==> config.mk <==
export PLATFORM = sky130hd
export DESIGN_NAME = spi_master_gen
export DESIGN_NICKNAME = d
export VERILOG_FILES = /design/src/rtl/spi_master_gen.sv
export SDC_FILE = /design/constraint.sdc
export NUM_CORES = 1
export LEC_CHECK = 0
export CAP_MARGIN = 20
export CORE_MARGIN = 2
export CORE_UTILIZATION = 30
export CTS_CLUSTER_SIZE = 40
export DETAILED_ROUTE_END_ITERATION = 8
export DONT_BUFFER_PORTS = 1
export PLACE_DENSITY = 0.46
export SYNTH_ARGS = -nofsm -noshare
export SYNTH_HDL_FRONTEND = slang
export SYNTH_SLANG_ARGS = --single-unit
export TNS_END_PERCENT = 30
==> constraint.sdc <==
create_clock -name clk -period 1.7 [get_ports clk]
set_clock_uncertainty 0.15 [all_clocks]
set_input_delay 0.17 -clock clk [delete_from_list [all_inputs] [get_ports clk]]
set_output_delay 0.17 -clock clk [all_outputs]
set_load 0.1 [all_outputs]
==> src/rtl/spi_master_gen.sv <==
// Parametrised SPI master: configurable word width, SCK divider, per-transfer CPOL/CPHA
// and several active-low slave selects. Every pin-facing output comes straight from a flop.
module spi_master_gen #(
  parameter int DATA_W  = 8,
  parameter int CLK_DIV = 2,
  parameter int NUM_CS  = 1,
  parameter int CS_W    = (NUM_CS > 1) ? $clog2(NUM_CS) : 1
) (
  input  logic              clk,
  input  logic              rst,
  input  logic              start,
  input  logic              cpol,
  input  logic              cpha,
  input  logic [CS_W-1:0]   cs_sel,
  input  logic [DATA_W-1:0] tx_data,
  output logic [DATA_W-1:0] rx_data,
  output logic              busy,
  output logic              done,
  output logic              sck,
  output logic              mosi,
  input  logic              miso,
  output logic [NUM_CS-1:0] ss_n
);

  localparam int DIV_W  = $clog2(CLK_DIV + 1);
  localparam int EDGE_W = $clog2(2 * DATA_W + 1);
  localparam logic [DIV_W-1:0]  DIV_LAST  = DIV_W'(CLK_DIV - 1);
  localparam logic [EDGE_W-1:0] EDGE_LAST = EDGE_W'(2 * DATA_W);

  typedef enum logic [1:0] {IDLE, SETUP, XFER, HOLD} state_e;

  state_e state_q, state_d;

  logic [DIV_W-1:0]  div_q, div_d;
  logic [EDGE_W-1:0] edge_q, edge_d;
  logic              cpol_q, cpol_d;
  logic              cpha_q, cpha_d;
  logic [DATA_W-1:0] tx_sh_q, tx_sh_d;
  logic [DATA_W-1:0] rx_sh_q, rx_sh_d;
  logic [DATA_W-1:0] rx_data_q, rx_data_d;
  logic              sck_q, sck_d;
  logic              mosi_q, mosi_d;
  logic              done_q, done_d;
  logic [NUM_CS-1:0] ss_n_q, ss_n_d;

  logic              cs_ok;
  logic              accept;
  logic              tick;
  logic              edge_fire;
  logic              edge_lead;
  logic              edge_final;
  logic [EDGE_W-1:0] edge_next;

  assign cs_ok  = (32'(cs_sel) < 32'(NUM_CS));
  assign accept = (state_q == IDLE) && start && cs_ok;
  assign tick   = (div_q == DIV_LAST);

  // An SCK edge fires at the end of every half-period; the SETUP->XFER step is edge 1.
  always_comb begin
    edge_fire  = 1'b0;
    edge_next  = edge_q + EDGE_W'(1);
    if (tick) begin
      if (state_q == SETUP) begin
        edge_fire = 1'b1;
      end else if ((state_q == XFER) && (edge_q != EDGE_LAST)) begin
        edge_fire = 1'b1;
      end
    end
    edge_lead  = edge_next[0];
    edge_final = (edge_next == EDGE_LAST);
  end

  always_ff @(posedge clk or posedge rst) begin
    if (rst) begin
      state_q <= IDLE;
    end else begin
      state_q <= state_d;
    end
  end

  always_comb begin
    state_d = state_q;
    case (state_q)
      IDLE:  if (accept) state_d = SETUP;
      SETUP: if (tick) state_d = XFER;
      XFER:  if (tick && (edge_q == EDGE_LAST)) state_d = HOLD;
      HOLD:  if (tick) state_d = IDLE;
      default: state_d = IDLE;
    endcase
  end

  always_comb begin
    div_d     = (state_q == IDLE || tick) ? '0 : div_q + DIV_W'(1);
    edge_d    = edge_q;
    cpol_d    = cpol_q;
    cpha_d    = cpha_q;
    tx_sh_d   = tx_sh_q;
    rx_sh_d   = rx_sh_q;
    rx_data_d = rx_data_q;
    sck_d     = sck_q;
    mosi_d    = mosi_q;
    done_d    = 1'b0;
    ss_n_d    = ss_n_q;

    case (state_q)
      IDLE: begin
        sck_d  = cpol;
        mosi_d = 1'b0;
        ss_n_d = '1;
        edge_d = '0;
        if (accept) begin
          cpol_d  = cpol;
          cpha_d  = cpha;
          tx_sh_d = tx_data;
          rx_sh_d = '0;
          mosi_d  = cpha ? mosi_q : tx_data[DATA_W-1];
          for (int i = 0; i < NUM_CS; i++) begin
            ss_n_d[i] = (cs_sel != CS_W'(i));
          end
        end
      end
      SETUP: sck_d = cpol_q;
      HOLD: begin
        sck_d = cpol_q;
        if (tick) begin
          ss_n_d    = '1;
          mosi_d    = 1'b0;
          done_d    = 1'b1;
          rx_data_d = rx_sh_q;
        end
      end
      default: ;
    endcase

    // cpha=0 samples on leading / shifts on trailing edges; cpha=1 the other way round.
    if (edge_fire) begin
      sck_d  = ~sck_q;
      edge_d = edge_next;
      if (edge_lead ^ cpha_q) begin
        rx_sh_d = {rx_sh_q[DATA_W-2:0], miso};
      end
      if (cpha_q && edge_lead) begin
        mosi_d  = tx_sh_q[DATA_W-1];
        tx_sh_d = tx_sh_q << 1;
      end else if (!cpha_q && !edge_lead && !edge_final) begin
        mosi_d  = tx_sh_q[DATA_W-2];
        tx_sh_d = tx_sh_q << 1;
      end
    end
  end

  always_ff @(posedge clk or posedge rst) begin
    if (rst) begin
      div_q     <= '0;
      edge_q    <= '0;
      cpol_q    <= 1'b0;
      cpha_q    <= 1'b0;
      tx_sh_q   <= '0;
      rx_sh_q   <= '0;
      rx_data_q <= '0;
      sck_q     <= 1'b0;
      mosi_q    <= 1'b0;
      done_q    <= 1'b0;
      ss_n_q    <= '1;
    end else begin
      div_q     <= div_d;
      edge_q    <= edge_d;
      cpol_q    <= cpol_d;
      cpha_q    <= cpha_d;
      tx_sh_q   <= tx_sh_d;
      rx_sh_q   <= rx_sh_d;
      rx_data_q <= rx_data_d;
      sck_q     <= sck_d;
      mosi_q    <= mosi_d;
      done_q    <= done_d;
      ss_n_q    <= ss_n_d;
    end
  end

  assign busy    = (state_q != IDLE);
  assign done    = done_q;
  assign sck     = sck_q;
  assign mosi    = mosi_q;
  assign ss_n    = ss_n_q;
  assign rx_data = rx_data_q;

endmodule

## After elaboration in Yosys (flattened, before gate mapping)

Cells that the tools add are included.

| word-level totals | value |
|---|---|
| flip-flop bits (word level) | 39 |
| input port bits | 15 |
| logic and storage cells | 83 |

| cells by class | value |
|---|---|
| add/sub/neg operators | 2 |
| order comparisons | 1 |
| eq/ne operators | 11 |
| multiplexer cells | 34 |
| bitwise gates (word level) | 2 |
| reduce and logical (&&, ||, !) cells | 21 |

Operators by type and width:

| kind | number |
|---|---|
| 2-to-1 mux 8 bit | 9 |
| 2-to-1 mux 1 bit | 14 |
| == test 5 bit, second input constant | 2 |
| 2-to-1 mux 2 bit | 5 |
| 2-to-1 mux 5 bit | 2 |
| one-hot mux 2 bit (4 select lines) | 1 |
| logical AND 1 bit | 7 |
| inequality test 2 bit, second input constant | 3 |
| one-hot mux 1 bit (2 select lines) | 3 |
| AND reduction 2 bit | 3 |
| nonzero test 2 bit | 3 |
| adder 5 x 1 -> 5 bit, second input constant | 1 |
| inequality test 5 bit, second input constant | 1 |
| == test 2 x 1 -> 1 bit, second input constant | 2 |
| == test 2 bit, second input constant | 2 |
| AND reduction 4 bit | 1 |
| zero test 1 bit | 3 |
| nonzero test 3 bit | 1 |
| adder 2 x 1 -> 2 bit, second input constant | 1 |
| zero test 2 bit | 1 |
| inequality test 2 x 1 -> 1 bit, second input constant | 1 |
| OR reduction 2 bit | 1 |
| logical OR 1 bit | 1 |
| < comparator 1 bit, second input constant | 1 |
| 2 further kinds | 2 |

## Depth between registers and ports, before layout

Gate-level depths: netlist (run 1).

| depth | value |
|---|---|
| depth after elaboration | 8 |
| gate-level depth with buffers | 9 |
| mapped depth without buffers | 6 |

## Worst setup path before layout (run 1)

Ideal clock, no wire load.

| timing path | value |
|---|---|
| path kind | register to register |
| from | register state_q[0] |
| to | register ss_n_q, in the netlist ss_n |
| setup time | 0.084 ns |
| data arrival time | 1.789 ns |
| required time | 1.466 ns |
| path slack | -0.323 ns |
| stages on the path, launching flop included | 7 |
| path buffers | 1 |
| period minus slack after synthesis | 2.023 ns |
| path through | dfrtp_1 > inv_1 > ha_1 > buf_2 > inv_1 > o21ai_0 > o32a_1 |

| between the ends | value |
|---|---|
| cells in the longest elaborated chain, start to end | 5 |
| elaborated cells between the ends (all ways) | 9 |
| classes of those cells | eq/ne: 2; mux: 2; reduce/logical: 5 |

RTL lines:

| element | RTL line | text |
|---|---|---|
| start: declaration | 32 | `state_e state_q, state_d;` |
| start signal: assignment | 77 | `state_q <= state_d;` |
| zero test 2 bit | 55, 105 |  |
| logical AND 1 bit (2 in a row) | 55 | `assign accept = (state_q == IDLE) && start && cs_ok;` |
| 2-to-1 mux 1 bit | 111 | `if (accept) begin` |
| one-hot mux 1 bit (2 select lines) | 105 | `case (state_q)` |
| end signal: assignment | 176 | `ss_n_q <= ss_n_d;` |
| end: declaration | 44 | `logic [NUM_CS-1:0] ss_n_q, ss_n_d;` |

Parallel ways exist; a longest one is shown, timed or not.
A chain may end at the register's enable or synchronous reset.

## Worst setup path after layout (run 1)

| timing path | value |
|---|---|
| from | register state_q[1] |
| to | register edge_q[3] |

| between the ends | value |
|---|---|
| cells in the longest elaborated chain, start to end | 6 |
| elaborated cells between the ends (all ways) | 9 |
| classes of those cells | eq/ne: 2; mux: 4; reduce/logical: 3 |

RTL lines:

| element | RTL line | text |
|---|---|---|
| == test 2 bit | 65 | `end else if ((state_q == XFER) && (edge_q != EDGE_LAST)) begin` |
| logical AND 1 bit | 65 |  |
| 2-to-1 mux 1 bit | 65 |  |
| 2-to-1 mux 1 bit | 63 | `if (state_q == SETUP) begin` |
| 2-to-1 mux 1 bit | 62 | `if (tick) begin` |
| 2-to-1 mux 5 bit or nonzero test 2 bit (tied branches) | -- |  |
| end signal: assignment | 167 | `edge_q <= edge_d;` |
| end: declaration | 35 | `logic [EDGE_W-1:0] edge_q, edge_d;` |

Parallel ways exist; a longest one is shown, timed or not.

==> out/qor.tcl, run 1 <==
set qor(status) {complete, but fails checks}
set qor(failed_checks) {negative setup slack}
set qor(min-delay-path-class) {primary input to flop}
set qor(clockBufferDepth) 2
set qor(detail_route.drc_violations) 0
set qor(post_synth_and_or_nand_nor_area_fraction) 0.107
set qor(place.port_buffers) 0
set qor(finalSetupViolations) 26
set qor(yosys_warnings) 0
set qor(post-route-worst-setup-slack_ns) -0.174
set qor(power_leakage_nw) 1.43
set qor(synth_top_family_by_area) {multiplexers}
set qor(rsz0062_at_grt) {true}
set qor(std_cell_rows) 29
set qor(synth_most_common_cell) {dfrtp_1}
set qor(worst-path-max-fanout) 8
set qor(fillers) 552
set qor(grtUsageMet2) 0.229
set qor(post_drt_via_cell_ratio) 4.78
set qor(top_level_ports) 28
set qor(placement.cell_area_um2) 2420
set qor(cts.htree.levels) 2
set qor(synth.cells.most_frequent) {dfrtp_1 (38), mux2_2 (21), o21ai_0 (13)}
set qor(grt_overflow_total) 0
set qor(p_per_area_nw_per_um2) 2030
set qor(die_h_um) 85.1
set qor(antenna_found_initial) 0
set qor(end_kind) {flop}
set qor(antenna_cells) 0
set qor(clk-insertion-delay-late_ns) 0.29
set qor(antenna_left) 0
set qor(max-vdd-ir-drop_uv) 848
set qor(cts_buffers) 5
set qor(cts_tree) {yes}
set qor(post-route-min-period_ns) 1.87
set qor(layout-drive-gt1-share) 0.504
set qor(number_of_nets_in_the_finished_design) 254
set qor(post_synth_xor_xnor_area) 0
set qor(worst-endpoint-required_ns) 1.73
set qor(synth_seq_area_share) 0.495
set qor(finish.instance_area_um2) 2910
set qor(synthDistinctLibCells) 33
set qor(finalHoldViolations) 0
set qor(max_cap_viol_count) 0
set qor(timing_worst_slew_pin_value_ns) 0.499
set qor(yosys-mux-area-fraction) 0.196
set qor(worst-setup-path-type) {flop to flop}
set qor(num_vias) 1466
set qor(global_route_wire_length_before_repair_um) 7360
set qor(synth_flop_cell) {dfrtp_1}
set qor(cts_root_buffer) {clkbuf_8}
set qor(report.final.slew_viol_count) 0
set qor(report.power.total_mw) 5.90
set qor(clk_transition_reported_paths_ns) 0.08
set qor(maximum_number_of_pins_on_one_net_before_global_route_repair) 40
set qor(grt.total_usage) 0.127
set qor(grt_pass1_vias) 1533
set qor(netlist_area_um2) 1970
set qor(worst_ep_arrival_time_ns) 1.91
set qor(max-slew-margin-rel) 0.667
set qor(synth-edff-count) 0
set qor(synthTopCellsByArea) {dfrtp_1 (48%), mux2_2 (12%), ha_1 (6.3%)}
set qor(max_freq_ghz) 0.534
set qor(syn2layout_area_growth_pct) 47.4
set qor(globalplace.congestion) 0.773
set qor(drt_pre_antenna_iters) 4
set qor(global_route_layer_with_the_greatest_usage) {met2}
set qor(syn_nets) 192
set qor(netlist_instances) 167
set qor(fp.dieArea_um2) 7250
set qor(post_synth.cell_area_avg_um2) 11.8
set qor(final_min_period_over_clock_period) 1.10
set qor(die_w_um) 85.1
set qor(post_drt_wl_per_cell_um) 14.5
set qor(clock_sinks) 39
set qor(initialDrtViolationCount) 42
set qor(core_um2) 6350
set qor(hpwl_um) 2970
set qor(synth_adder_area_share) 0.0634
set qor(ffs_w_async_s_r_synth) 1.00
set qor(number_of_storage_elements_in_the_synthesis_netlist) 39
set qor(start_util) 0.311
set qor(share_of_the_synthesized_area_in_the_top_cell_type) 0.482
set qor(drt_total_wl_um) 4460
set qor(timing.setup.tns_ns) -3.45
set qor(worst_setup_path_start_kind) {flop}
set qor(global_route.usage.met3) 0.0302
set qor(netlist.top_cell.by_area) {dfrtp_1}
set qor(global_route.usage.met1) 0.150
set qor(synth_compound_gate_area_share) 0.0906
## where the power goes
group | internal [mW] | leakage [nW] | total (mW) | switching [mW]
logic | 1.72 | 0.869 | 3.56 | 1.84
registers | 1.30 | 0.504 | 1.56 | 0.254
clock network | 0.437 | 0.0581 | 0.782 | 0.344
## per-layer routing
metal	part of all wire	wire (µm)
met4	0.012	53
met1	0.44	1980
met5	0	0
met2	0.51	2290
met3	0.030	136
## state kept, by name, indices dropped and copies added, names as in the netlist
register  cells
rx_data       8
div_q         2
edge_q        5
ss_n          1
rx_sh_q       8
cpol_q        1
mosi          1
done          1
state_q       2
tx_sh_q       8
cpha_q        1
sck           1
## worst max-delay path: stages (launching register included)
cell and delay, ns:
dfrtp_2 0.45, buf_12 0.14, ha_4 0.16, and2_4 0.15, a22o_4 0.26, and3_2 0.20
a211o_2 0.25
## logic make-up after synthesis
family,Yosys count
simple gates,41
flops,39
mux,32
compound gates,27
buf+inv,18
fa+ha+maj,10
## layout by cell type, fill, tap and decap left out, types with 5 or more instances in the layout
master         instances
mux2_2                 9
nand3_1               10
dfrtp_1               36
buf_6                  7
ha_1                   5
mux2_4                20
clkbuf_8               5
o21ai_1                8
buf_4                 40
dlygate4sd3_1         11
nand2_1               10
## cell type report
type	instances	area [µm²]	area share
clock inverters	3	43.8	0.0150
multi-input cells	110	1060	0.363
inverters	9	37.5	0.0129
clock buffers	5	68.8	0.0236
repair buffers	64	627	0.215
flip-flops and latches	39	980	0.337
well taps	77	96.3	0.0331
## repair_timing
action | 4_1_cts | 5_1_grt
setup buffers | 2 | 4
hold buffers | 11 | 0
endpoints found under the setup margin | 36 | 36
cloned | 1 | 1
hold endpoints to repair | 48 | 0
gates resized for setup | 29 | 19
pin swaps | 7 | 4
## path summary, 6_finish.rpt
path,start,to,slack [ns],cells past startpoint
max in group asynchronous,rst,edge_q[3],0.74,3
setup / recovery,state_q[1],edge_q[3],-0.17,6
hold reg to reg,sck,sck,0.35,1
hold / removal,tx_data[0],tx_sh_q[0],0.01,2
min in group asynchronous,rst,cpha_q,0.29,3
setup reg to reg,state_q[1],edge_q[3],-0.17,6
## through the flow
step / utilization / hold slack, ns / cells / worst slack [ns]
3_5_place_dp: 0.380 / 0.0699 / 280 / -0.299
3_3_place_gp: 0.380 / 0.0559 / 280 / -0.235
6_report: 0.458 / 0.0112 / 307 / -0.174
4_1_cts: 0.440 / 0.0106 / 302 / -0.206
2_1_floorplan: - / 0.167 / 167 / -0.137
5_1_grt: 0.458 / 0.0223 / 307 / -0.223
Note: power is estimated with default switching activity, not from simulation.
==> run 2, diff against run 1 <==
==> constraint.sdc (replaced) <==
create_clock -name clk -period 1.55 [get_ports clk]
set_clock_uncertainty 0.15 [all_clocks]
set_input_delay 0.155 -clock clk [delete_from_list [all_inputs] [get_ports clk]]
set_output_delay 0.155 -clock clk [all_outputs]
set_load 0.1 [all_outputs]
==> run 2 against run 1 <==
The run still ends with negative setup slack left. Critical path type unchanged. Sequential share of layout area increased by 0.71 points. Die area unchanged. Global-route usage grew 0.52 points. Cell count up 0.33%. Largest power group unchanged. Register-to-register slack got worse by 0.19 ns. Cell area decreased by 2.3%. Utilization down 1.1 points. Combinational power increased by 5.6%.
==> out/qor.tcl, run 2 (synthesized netlist as in run 1, its figures left out) <==
set qor(min-delay-path-class) {primary input to flop} ;# unchanged
set qor(status) {complete, but fails checks} ;# unchanged
set qor(final_min_period_over_clock_period) 1.24 ;# was 1.10
set qor(post-route-worst-setup-slack_ns) -0.368 ;# was -0.174 ns
set qor(crit_chain) {inv_2, ha_4, nand3b_1, buf_6, buf_12, mux2_4, mux2_4} ;# was buf_12, ha_4, and2_4, a22o_4, and3_2, a211o_2
set qor(fp.dieArea_um2) 7250 ;# unchanged
set qor(core_um2) 6350 ;# unchanged
set qor(cts_root_buffer) {clkbuf_8} ;# unchanged
set qor(initialDrtViolationCount) 50 ;# was 42
set qor(worst-path-max-fanout) 5 ;# was 8
set qor(syn2layout_area_growth_pct) 44.0 ;# was 47.4%
set qor(die_h_um) 85.1 ;# unchanged
set qor(maximum_number_of_pins_on_one_net_before_global_route_repair) 40 ;# unchanged
set qor(r2r-start) {state_q[0]} ;# was state_q[1]
set qor(post_drt_wl_per_cell_um) 14.0 ;# was 14.5 µm
set qor(drt_total_wl_um) 4310 ;# was 4460 µm
set qor(critical_path.slowest_cell) {dfrtp_1} ;# was dfrtp_2
set qor(buffer_and_inverter_count_on_the_worst_path) 3 ;# was 1
set qor(layout_commonest_cell) {buf_4} ;# unchanged
set qor(fin_util) 0.448 ;# was 0.458
set qor(num_vias) 1467 ;# was 1466
set qor(grt_overflow_total) 0 ;# unchanged
set qor(end_kind) {flop} ;# unchanged
set qor(clock_sinks) 39 ;# unchanged
set qor(clk_transition_reported_paths_ns) 0.08 ;# about the same
set qor(post-route-min-period_ns) 1.92 ;# was 1.87 ns
set qor(finalHoldViolations) 0 ;# unchanged
set qor(slowest_delay_ns) 0.42 ;# was 0.45 ns
set qor(failed_checks) {negative setup slack} ;# unchanged
set qor(die_w_um) 85.1 ;# unchanged
set qor(grt.total_usage) 0.132 ;# was 0.127
set qor(max-vdd-ir-drop_uv) 967 ;# was 848 µV
set qor(worstRegToRegCells) 7 ;# was 6
set qor(max-slew-margin-rel) 0.673 ;# was 0.667
set qor(cts_tree) {yes} ;# unchanged
set qor(hpwl_um) 3040 ;# was 2970 µm
set qor(antenna_found_initial) 0 ;# unchanged
set qor(antenna_cells) 0 ;# unchanged
set qor(top_cell_family_by_delay_on_the_critical_path) {multiplexers} ;# was compound AO/OA/AOI/OAI gates
set qor(rsz0062_at_grt) {true} ;# unchanged
set qor(start_util) 0.311 ;# unchanged
set qor(worst_ep_arrival_time_ns) 1.94 ;# was 1.91 ns
set qor(cts.htree.levels) 2 ;# unchanged
set qor(detail_route.drc_violations) 0 ;# unchanged
set qor(layout-drive-gt1-share) 0.476 ;# was 0.504
set qor(report.final.slew_viol_count) 0 ;# unchanged
set qor(p_per_area_nw_per_um2) 2150 ;# was 2030 nW/µm²
set qor(fillers) 578 ;# was 552
set qor(number_of_nets_in_the_finished_design) 255 ;# was 254
set qor(most-common-layout-cells) {buf_4 (42), dfrtp_1 (38), mux2_4 (15)} ;# was buf_4 (40), dfrtp_1 (36), mux2_4 (20)
set qor(finalSetupViolations) 37 ;# was 26
set qor(clk-insertion-delay-late_ns) 0.29 ;# about the same
set qor(place.port_buffers) 0 ;# unchanged
set qor(clockBufferDepth) 2 ;# unchanged
set qor(cts_buffers) 5 ;# unchanged
set qor(timing.hold.worst_path_depth) 4 ;# was 2
set qor(timing.hold.worst.start) {cpol} ;# was tx_data[0]
set qor(global_route_wire_length_before_repair_um) 7620 ;# was 7360 µm
set qor(antenna_left) 0 ;# unchanged
set qor(pre_cts_worst_setup_slack_ns) -0.451 ;# was -0.299 ns
set qor(timing_worst_slew_pin_value_ns) 0.491 ;# was 0.499 ns
set qor(critical-path-top-cell-by-count) {mux2_4}
set qor(std_cell_rows) 29 ;# unchanged
set qor(power_leakage_nw) 1.37 ;# was 1.43 nW
set qor(critical_path_cell_count) 7 ;# was 6
set qor(critical_path.startpoint) {state_q[0]} ;# was state_q[1]
set qor(drt_pre_antenna_iters) 4 ;# unchanged
set qor(worst-endpoint-required_ns) 1.57 ;# was 1.73 ns
set qor(globalplace.congestion) 0.778 ;# was 0.773
set qor(max_freq_ghz) 0.521 ;# was 0.534 GHz
set qor(grt_pass1_vias) 1618 ;# was 1533
set qor(worst_setup_path_start_kind) {flop} ;# unchanged
set qor(max_cap_viol_count) 0 ;# unchanged
set qor(top_level_ports) 28 ;# unchanged
set qor(post_drt_via_cell_ratio) 4.76 ;# was 4.78
set qor(worst-setup-path-type) {flop to flop} ;# unchanged
[run 2: power by group]
| group | switching (mW) | internal [mW] |
|---|---|---|
| Combinational | 2.00 | 1.76 |
| Sequential | 0.269 | 1.43 |
| Clock | 0.338 | 0.316 |
[run 2: timing repair]
| action | CTS | global route |
|---|---|---|
| gates resized for setup | 21 | 14 |
| gates cloned | 1 | 0 |
| setup buffers | 6 | 2 |
| pin swaps | 3 | 3 |
| endpoints found under the hold margin | 49 | 0 |
| setup endpoints to repair | 37 | 37 |
| hold buffers | 12 | 0 |
[run 2: worst paths after layout]
| kind | slack [ns] | end |
|---|---|---|
| max in group asynchronous | 0.61 | ss_n |
| min reg2reg | 0.35 | sck |
| min | 0.06 | sck |
| max reg2reg | -0.37 | tx_sh_q[2] |
| max | -0.37 | tx_sh_q[2] |
| min in group asynchronous | 0.28 | div_q[0] |
[run 2: metrics by stage]
step / cell area, µm² / hold slack (ns) / TNS (ns) / total power, mW / cells
final: 2840 / 0.0631 / -9.14 / 6.12 / 308
after global routing: 2840 / 0.0902 / -12.07 / 6.54 / 308
after CTS: 2780 / 0.0617 / -9.31 / 6.06 / 306
after floorplan: 2030 / 0.152 / -5.53 / 3.99 / 167
after detailed placement: 2420 / 0.0547 / -10.44 / 5.01 / 279
after global placement: 2420 / 0.0422 / -9.49 / 4.89 / 279
[run 2: area by class of cell]
cell class,instances,area (µm²),area share
sequential,39,977,0.344
multi-input combinational,110,1050,0.369
inverter,9,37.5,0.0132
timing repair buffer,65,602,0.212
clock inverter,1,5.00,0.00176
clock buffer,7,76.3,0.0268
tap,77,96.3,0.0339
[run 2: layer usage]
| layer | GRT usage | part of all wire | up-vias |
|---|---|---|---|
| met4 | 0.0433 | 0.016 | 0 |
| met3 | 0.0311 | 0.031 | 8 |
| met2 | 0.242 | 0.51 | 25 |
| met5 | 0 | 0 | - |
| met1 | 0.151 | 0.44 | 720 |
| li1 | - | - | 714 |
[run 2: tightest hold or removal path, stage by stage]
cell and delay (ns):
mux2i_1 0.05, nand2_1 0.05, o21ai_0 0.07, mux2i_1 0.12
==> run 3, diff against run 2 <==
--- a/config.mk
+++ b/config.mk
@@ -6,12 +6,15 @@
 export NUM_CORES = 1
 export LEC_CHECK = 0
 export CAP_MARGIN = 20
+export CELL_PAD_IN_SITES_DETAIL_PLACEMENT = 0
+export CELL_PAD_IN_SITES_GLOBAL_PLACEMENT = 1
+export CORE_ASPECT_RATIO = 1.75
 export CORE_MARGIN = 2
 export CORE_UTILIZATION = 30
 export CTS_CLUSTER_SIZE = 40
 export DETAILED_ROUTE_END_ITERATION = 8
 export DONT_BUFFER_PORTS = 1
-export PLACE_DENSITY = 0.46
+export PLACE_DENSITY = 0.54
 export SYNTH_ARGS = -nofsm -noshare
 export SYNTH_HDL_FRONTEND = slang
 export SYNTH_SLANG_ARGS = --single-unit
==> run 3 against run 2 <==
The flow still finishes with violations (negative setup slack). Routed wire length increased by 1.6%. Sequential share of layout area decreased by 0.11 points. Clock power grew 53%. Cell area is 0.31% higher. Global-route usage rose by 0.71 points. Critical path type unchanged. Critical endpoint unchanged.
==> out/qor.tcl, run 3 (synthesized netlist as in run 1, its figures left out) <==
set qor(post_drt_via_cell_ratio) 4.73 ;# was 4.76
set qor(post_drt_wl_per_cell_um) 14.4 ;# was 14.0 µm
set qor(wl_met3_um) 142 ;# was 135 µm
set qor(layout_commonest_cell) {dfrtp_1} ;# was buf_4
set qor(top_layer_used) {met4} ;# unchanged
set qor(worst-path-max-fanout) 9 ;# was 5
set qor(cts_buffers) 5 ;# unchanged
set qor(timing.setup.tns_ns) -8.61 ;# was -9.14 ns
set qor(drt_total_wl_um) 4380 ;# was 4310 µm
set qor(min-delay-path-class) {primary input to flop} ;# unchanged
set qor(most-common-layout-cells) {dfrtp_1 (38), buf_4 (35), mux2_4 (16)} ;# was buf_4 (42), dfrtp_1 (38), mux2_4 (15)
set qor(drt_pre_antenna_iters) 4 ;# unchanged
set qor(final_min_period_over_clock_period) 1.21 ;# was 1.24
set qor(failed_checks) {negative setup slack} ;# unchanged
set qor(core_um2) 6440 ;# was 6350 µm²
set qor(clockBufferDepth) 2 ;# unchanged
set qor(max_freq_ghz) 0.533 ;# was 0.521 GHz
set qor(start_util) 0.307 ;# was 0.311
set qor(met1_routed_length_um) 1710 ;# was 1890 µm
set qor(report.final.slew_viol_count) 0 ;# unchanged
set qor(std_cell_rows) 39 ;# was 29
set qor(cts_tree) {yes} ;# unchanged
set qor(grt.total_usage) 0.140 ;# was 0.132
set qor(max-slew-margin-rel) 0.666 ;# was 0.673
set qor(globalplace.congestion) 0.867 ;# was 0.778
set qor(global_route_wire_length_before_repair_um) 7760 ;# was 7620 µm
set qor(max_cap_viol_count) 0 ;# unchanged
set qor(post-route-worst-setup-slack_ns) -0.326 ;# was -0.368 ns
set qor(clk-insertion-delay-late_ns) 0.28 ;# was 0.29 ns
set qor(number_of_nets_in_the_finished_design) 247 ;# was 255
set qor(antenna_left) 0 ;# unchanged
set qor(timing_worst_slew_pin_value_ns) 0.502 ;# was 0.491 ns
set qor(rsz0062_at_grt) {true} ;# unchanged
set qor(end_kind) {flop} ;# unchanged
set qor(clk_transition_reported_paths_ns) 0.06 ;# was 0.08 ns
set qor(cts_root_buffer) {clkbuf_16} ;# was clkbuf_8
set qor(grt_pass1_vias) 1602 ;# was 1618
set qor(dpl.cell_count) 281 ;# was 279
set qor(syn2layout_area_growth_pct) 44.4 ;# was 44.0%
set qor(worst-endpoint-required_ns) 1.57 ;# about the same
set qor(die_h_um) 111 ;# was 85.1 µm
set qor(status) {complete, but fails checks} ;# unchanged
set qor(top_level_ports) 28 ;# unchanged
set qor(antenna_found_initial) 0 ;# unchanged
set qor(post-route-min-period_ns) 1.88 ;# was 1.92 ns
set qor(worst-setup-path-type) {flop to flop} ;# unchanged
set qor(final.hold.worst_slack_ns) 0.00807 ;# was 0.0631 ns
set qor(die_w_um) 65.3 ;# was 85.1 µm
set qor(detail_route.drc_violations) 0 ;# unchanged
set qor(place.port_buffers) 0 ;# unchanged
set qor(layout-drive-gt1-share) 0.471 ;# was 0.476
set qor(num_vias) 1443 ;# was 1467
set qor(wl_met2_um) 2430 ;# was 2220 µm
set qor(maximum_number_of_pins_on_one_net_before_global_route_repair) 40 ;# unchanged
set qor(finalSetupViolations) 37 ;# unchanged
set qor(power_leakage_nw) 1.37 ;# about the same
set qor(hpwl_um) 3100 ;# was 3040 µm
set qor(cts.htree.levels) 2 ;# unchanged
set qor(worst_ep_arrival_time_ns) 1.89 ;# was 1.94 ns
set qor(p_per_area_nw_per_um2) 2250 ;# was 2150 nW/µm²
set qor(grt_overflow_total) 0 ;# unchanged
set qor(antenna_cells) 0 ;# unchanged
set qor(fp.dieArea_um2) 7270 ;# was 7250 µm²
set qor(final-instance-count-excl-fill) 305 ;# was 308
set qor(worst_setup_path_start_kind) {flop} ;# unchanged
set qor(finalHoldViolations) 0 ;# unchanged
set qor(max-vdd-ir-drop_uv) 1080 ;# was 967 µV
set qor(initialDrtViolationCount) 45 ;# was 50
set qor(clock_sinks) 39 ;# unchanged
run 3: changes by cell type in the layout (fill, tap and decap cells not counted), sizes merged:
cell	before	now
clkbuf	7	6
bufbuf	0	1
buf	53	47
clkinvlp	1	2
dlygate4sd3	12	9
run 3: final cells by class:
class | instances | area [µm²]
fill | 632 | 3590
multi-input combinational | 110 | 1020
sequential | 39 | 977
timing repair buffer | 57 | 572
clock buffer | 6 | 129
tap | 82 | 103
inverter | 9 | 37.5
clock inverter | 2 | 12.5
run 3: where the power goes:
part	total, mW	internal (mW)	switching (mW)
logic	3.70	1.77	1.93
registers	1.71	1.43	0.284
clock network	1.00	0.594	0.408
total	6.42	3.79	2.63
run 3: worst max-delay path: stages, from the launching register on:
cell,delay (ns)
dfrtp_1,0.44
nor2b_1,0.17
a32o_1,0.27
a211o_4,0.41
mux2_4,0.32
run 3: stage by stage:
step                      area [µm²]  power (mW)  worst slack (ns)  utilization
after global placement          2430        4.87            -0.397        0.377
after detailed placement        2430        4.98            -0.498        0.377
final                           2850        6.42            -0.326        0.443
after CTS                       2820        6.45            -0.324        0.438
after floorplan                 2030        3.99            -0.287            -
after global routing            2850        6.82            -0.380        0.443
run 3: metal layers:
| metal | track usage | up-vias |
|---|---|---|
| met4 | 0.0625 | 0 |
| met1 | 0.158 | 713 |
| li1 | - | 698 |
| met3 | 0.0305 | 6 |
| met2 | 0.244 | 26 |
| met5 | 0 | - |
run 3: repair_timing:
action	in CTS	in global routing
hold buffers	9	0
gates resized for setup	30	3
pin swaps	10	1
hold endpoints to repair	46	0
setup buffers	5	1
endpoints found under the setup margin	37	37
gates cloned	1	0
run 3: worst paths after layout:
kind / to / cells after the start / startpoint / slack [ns]
min reg2reg: sck / 1 / sck / 0.34
max in group asynchronous: ss_n / 3 / rst / 0.60
max reg2reg: tx_sh_q[2] / 4 / edge_q[3] / -0.33
max: tx_sh_q[2] / 4 / edge_q[3] / -0.33
min: tx_sh_q[7] / 2 / tx_data[7] / 0.008
min in group asynchronous: rx_sh_q[0] / 3 / rst / 0.29
